==> src/rtl/mema_row_sequencer.sv <==
// Row sequencer for the coefficient memory: fetches one row per cluster and
// streams its elements one at a time over a valid/ready handshake.
module mema_row_sequencer #(
  parameter int number_of_clusters              = 1,
  parameter int number_of_equations_per_cluster = 9,
  parameter int element_width                   = 64,
  parameter int address_width                   = 20,
  localparam int ELEMS = 3 * number_of_equations_per_cluster - 2,
  localparam int IDXW  = (ELEMS > 1) ? $clog2(ELEMS) : 1
) (
  input  logic                             clk,
  input  logic                             rst_n,
  input  logic                             start,
  input  logic                             abort,
  output logic [address_width-1:0]         mem_address,
  input  logic [element_width*ELEMS-1:0]   mem_row,
  output logic [element_width-1:0]         elem_data,
  output logic                             elem_valid,
  input  logic                             elem_ready,
  output logic [IDXW-1:0]                  elem_index,
  output logic [address_width-1:0]         cluster_index,
  output logic                             last_element,
  output logic                             busy,
  output logic                             done
);

  localparam logic [IDXW-1:0]          LAST_ELEM    = IDXW'(ELEMS - 1);
  localparam logic [address_width-1:0] LAST_CLUSTER = address_width'(number_of_clusters - 1);

  typedef enum logic [1:0] {
    IDLE,
    FETCH,
    STREAM,
    DONE
  } state_e;

  state_e                     state_q, state_d;
  logic [address_width-1:0]   memAddress_q, memAddress_d;
  logic [address_width-1:0]   clusterIndex_q, clusterIndex_d;
  logic [IDXW-1:0]            elemIndex_q, elemIndex_d;
  logic [element_width*ELEMS-1:0] rowReg_q, rowReg_d;

  // Next-state logic: abort always wins, and the last element of a row either
  // advances to the next row's fetch or closes the pass.
  always_comb begin
    state_d        = state_q;
    memAddress_d   = memAddress_q;
    clusterIndex_d = clusterIndex_q;
    elemIndex_d    = elemIndex_q;
    rowReg_d       = rowReg_q;
    unique case (state_q)
      IDLE: begin
        if (start && !abort) begin
          state_d        = FETCH;
          memAddress_d   = '0;
          clusterIndex_d = '0;
        end
      end
      FETCH: begin
        if (abort) begin
          state_d      = IDLE;
          memAddress_d = '0;
        end else begin
          rowReg_d    = mem_row;
          elemIndex_d = '0;
          state_d     = STREAM;
        end
      end
      STREAM: begin
        if (abort) begin
          state_d      = IDLE;
          memAddress_d = '0;
        end else if (elem_ready) begin
          if (elemIndex_q == LAST_ELEM) begin
            elemIndex_d = '0;
            if (clusterIndex_q == LAST_CLUSTER) begin
              state_d      = DONE;
              memAddress_d = '0;
            end else begin
              state_d        = FETCH;
              clusterIndex_d = clusterIndex_q + address_width'(1);
              memAddress_d   = memAddress_q + address_width'(1);
            end
          end else begin
            elemIndex_d = elemIndex_q + IDXW'(1);
          end
        end
      end
      DONE: begin
        state_d = IDLE;
      end
      default: begin
        state_d = IDLE;
      end
    endcase
  end

  // State and datapath registers; reset clears everything so all outputs read zero.
  always_ff @(posedge clk or negedge rst_n) begin
    if (!rst_n) begin
      state_q        <= IDLE;
      memAddress_q   <= '0;
      clusterIndex_q <= '0;
      elemIndex_q    <= '0;
      rowReg_q       <= '0;
    end else begin
      state_q        <= state_d;
      memAddress_q   <= memAddress_d;
      clusterIndex_q <= clusterIndex_d;
      elemIndex_q    <= elemIndex_d;
      rowReg_q       <= rowReg_d;
    end
  end

  // Element selection from the held row; element 0 sits in the LSBs.
  always_comb begin
    elem_data = '0;
    for (int i = 0; i < ELEMS; i++) begin
      if (elemIndex_q == IDXW'(i)) begin
        elem_data = rowReg_q[i*element_width +: element_width];
      end
    end
  end

  assign mem_address   = memAddress_q;
  assign elem_index    = elemIndex_q;
  assign cluster_index = clusterIndex_q;
  assign elem_valid    = (state_q == STREAM);
  assign busy          = (state_q == FETCH) || (state_q == STREAM);
  assign done          = (state_q == DONE) && !abort;
  assign last_element  = elem_valid && (elemIndex_q == LAST_ELEM) &&
                         (clusterIndex_q == LAST_CLUSTER);

endmodule

==> config.mk <==
export PLATFORM = sky130hd
export DESIGN_NAME = mema_row_sequencer
export DESIGN_NICKNAME = d
export VERILOG_FILES = /design/src/rtl/mema_row_sequencer.sv
export SDC_FILE = /design/constraint.sdc
export NUM_CORES = 2
export LEC_CHECK = 0
export ABC_AREA = 1
export CAP_MARGIN = 20
export CORE_AREA = 3 3 678 680
export CTS_BUF_LIST = sky130_fd_sc_hd__clkbuf_8
export DETAILED_ROUTE_END_ITERATION = 6
export DIE_AREA = 0 0 681 683
export SLEW_MARGIN = 10
export SYNTH_ARGS = -nofsm -noshare
export SYNTH_HDL_FRONTEND = slang
export SYNTH_SLANG_ARGS = --single-unit
==> constraint.sdc <==
create_clock -name clk -period 8.64 [get_ports clk]
set_input_delay 2.16 -clock clk [delete_from_list [all_inputs] [get_ports clk]]
set_output_delay 2.16 -clock clk [all_outputs]
set_load 0.01 [all_outputs]
==> metrics.md <==
| Metric | Value |
|---|---|
| Total global routing overflow | `0` |
| CTS Root Cell | `clkbuf_8` |
| Post-synthesis instance area | `0.0799 sq mm` |
| Post-layout min period | `8500 ps` |
| Top cell type by total area after synthesis | `dfrtp_1` |
| Number of antenna violations at the first check in global routing | `274` |
| Nature of the critical path startpoint | `flop` |
| Portion of the post-synthesis area used by sequential elements | `about half` |
| Count of final hold-check violations | `0` |
| Largest fanout on the critical path | `13` |
| Pin slew with the least headroom to its limit | `approximately 1200 ps` |
| Final antenna-violating net count | `0` |
| Detail Placement HPWL | `431000 um` |
| Worst slew margin relative to its limit | `23.1%` |
| Worst R2R Setup Slack | `about 3800 ps` |
| Routed wire length | `around 550000 um` |
| Kind of end point of the critical path | `output pin` |
| Delay of the slowest critical-path stage | `about 430 ps` |
| Unrepaired setup endpoints after global routing | `true` |
| Power density cells | `about 350 mW/mm^2` |
| Die extent in y | `just under 700 um` |
| Count of cell instances traversed by the critical path | `33` |
| Max frequency | `118 MHz` |
| Outcome | `completed` |
| Max-slew violation total from the final report | `0` |
| Die Span X | `681 um` |
| Maximum number of pins on one net before global-route repair | `roughly 210` |
| Layout area overhead | `42.1%` |
| WP buf/inv | `6` |
| Level count of the clock H-tree | `5` |
| Smallest hold slack | `~470 ps` |
| CTS tree | `done` |
| Multiplexer share of the synthesized area | `0%` |
| Hold crit path type | `flop to flop` |
| Capture instance of the worst register-to-register path | `mem_address[19]` |
| Synthesized flop and latch total | `between 1500 and 2000` |
| Top_reg_cell synth | `dfrtp_1` |
| Total number of yosys warnings | `0` |
| Core area | `0.455 sq mm` |
| Routed wirelength normalized by instance count | `28.6 um` |
| Clock slew at reported path FFs | `approximately 60 ps` |
| Detailed Route Iter0 Violations | `between 8000 and 9000` |
| TritonCTS Buffers | `between 300 and 400` |
| Cell types with the highest counts after synthesis | `nand2_1 (6682), dfrtp_1 (1647), nand3_1 (619)` |
| Type of the setup path with the least slack | `flop to output pin` |
| FF-to-FF path depth | `25` |
| Final setup violating endpoints | `0` |
| Share of synthesized cell area in and, or, nand and nor gates | `roughly 39%` |
| Instance count of the mapped netlist | `about 11000` |
| Period utilisation layout | `98.4%` |
| Synth area leaders | `dfrtp_1 (52%), nand2_1 (31%), nand3_1 (3.9%)` |
| Overall Power | `39.2 mW` |
| Final estimated routing congestion in global placement | `0.977` |
| Fraction of final layout cells sized beyond drive strength 1 | `10.6%` |
| Fin worst setup slack | `141 ps` |
| DRT Pass-1 Iters | `6` |
| Post-detailed-route via-to-cell ratio | `4.33` |
| Row Count | `around 250` |
| Via count of the first global-routing pass | `between 80000 and 90000` |
| Standby leakage power | `56.7 nW` |
| Beginning of the worst register-to-register path | `elem_index[1]` |
| Main combinational cell family by area after synthesis | `simple AND/OR/NAND/NOR gates` |
| Clk_lat worst skew | `~1100 ps` |
| Number of ports placed on the die boundary | `1718` |
| Minimum setup slack after placement | `-500 ps` |
| Endpoint with the worst hold slack | `rowReg_q[1246]` |
| Final #Nets | `14400` |
| Avg Inst Size Synth | `7.13 sq um` |
| Total nets after synthesis | `roughly 13000` |
| Global-route wire length before repair | `718000 um` |
| Hold-critical path depth | `2` |
| Count of buffers from port buffering | `1717` |
| Vias | `82800` |
| Post-Synth XOR/XNOR Area | `0%` |
| Peak supply drop | `0.187 mV` |
| Fraction of synthesis flops using an asynchronous set or reset pin | `100%` |
| Number of enable flip-flop cells after synthesis | `0` |
| WP data arrival | `between 6000 and 7000 ps` |
| Adder-Cell Fraction of Synth Area | `less than 1%` |
| Die outline area | `0.465 sq mm` |
| Number of hold-repair buffers added at the cts stage | `0` |
| Total DRC errors in the routed layout | `0` |
| Fraction of post-synthesis cell area in the top cell type by area | `51.6%` |
| Most common cell in the netlist | `nand2_1` |
| Worst hold start | `rowReg_q[1246]` |
| CP max stage cell | `dfrtp_2` |
| Post-route clock skew | `around 140 ps` |
| Total routing usage reported by global routing | `between 20% and 30%` |
| Post-layout util | `approximately a quarter` |
| Most used cell along the critical path | `nand2_1` |
| Family with the most delay on the worst path | `simple AND/OR/NAND/NOR gates` |
| Critical Path RT | `6480 ps` |
| Distinct cell type count of the synthesized netlist | `44` |
| Initial Util | `17.6%` |
| Clock net sink count | `between 1500 and 2000` |
| Share of the synthesized area in compound gates (AO/OA/AOI/OAI) | `3.64%` |
| Max-capacitance violation count | `0` |
| Max Buffers Root-to-Sink | `4` |
what timing repair did:
item / in CTS / in global routing
gates resized for setup: 383 / 111
cloned: 3 / 1
buffers inserted: 17 / 4
endpoints found under the setup margin: 64 / 59
pin swaps: 60 / 49
metal layers:
| metal | GRT usage [%] | up-vias | wire [um] |
|---|---|---|---|
| li1 | - | 37500 | - |
| met1 | 27.5 | 40200 | 215000 |
| met2 | 36.7 | 3844 | 254000 |
| met3 | 5.94 | 1106 | 46200 |
| met4 | 11.8 | 136 | 32000 |
| met5 | 0 | - | 899 |
cells by family (layout without fill, tap and decap cells):
kind of cell	count (synthesis)	in the layout
adder cells (fa/ha/maj)	14	14
AO/OA/AOI/OAI	535	535
flip-flops	1647	1647
buffers and inverters	1244	3069
AND/OR/NAND/NOR	7760	7761
other	0	94
layout make-up:
cell class	count	area, sq um
fillers	50600	341000
flip-flops and latches	1647	41200
multi-input cells	8310	36200
repair buffers	1927	19600
well taps	6000	7510
clock buffers	392	5400
inverters	588	2260
clock inverters	162	1090
diodes	94	235
worst min-delay path, delay by kind of cell, from the launching register on:
family,cells,cell delay (ps)
DFF,1,330
and+or+nand+nor,2,100
report_power, final:
part           internal, mW  total [mW]  leakage, nW  switching (mW)
sequential             11.3        14.0         20.5            2.65
combinational          4.95        16.9         32.5            11.9
clock                  4.34        8.33         3.70            3.99
flip-flops by register name, indices dropped and copies added (netlist names):
| register | count |
|---|---|
| rowReg_q | 1600 |
| cluster_index | 20 |
| mem_address | 20 |
| elem_index | 5 |
| state_q | 2 |
cells in the final DEF, fill, tap and decap left out, drive strengths merged, types with 2 or more instances in the layout:
cell type	n
or2	274
o21ai	381
nor2	109
o21bai	25
ha	14
a31oi	7
inv	697
dlygate4sd2	8
clkbuf	395
clkdlybuf4s15	3
nor3	18
dfrtp	1647
nand2	6683
nand4	43
buf	230
nor3b	2
o211ai	48
a21oi	62
nand3	622
o22ai	3
diode	94
clkinv	41
clkdlybuf4s50	1672
bufinv	7
clkinvlp	5
nor4	5
and3	3
dlymetal6s2s	9
nand3b	2
a211oi	2
metrics by stage:
stage / cells / setup TNS, ps / cell area (sq um)
floorplan: 11200 / 0 / 79900
global placement: 18400 / -890 / 104000
detailed placement: 18400 / -762 / 104000
CTS: 19000 / -329 / 113000
global route: 19100 / -1350 / 113000
finish: 19100 / 0 / 114000
how the worst max path moves through the flow:
stage                             start       endpoint  slack, ps
after floorplan           elem_index[0]  elem_data[24]       3510
after global placement    elem_index[2]  elem_data[52]       -500
after detailed placement  elem_index[2]  elem_data[52]       -500
after CTS                 elem_index[0]  elem_data[52]        -60
after global routing      elem_index[1]   elem_data[8]       -160
final                     elem_index[1]  elem_data[44]        140
Power figures use the tool's default switching activity.
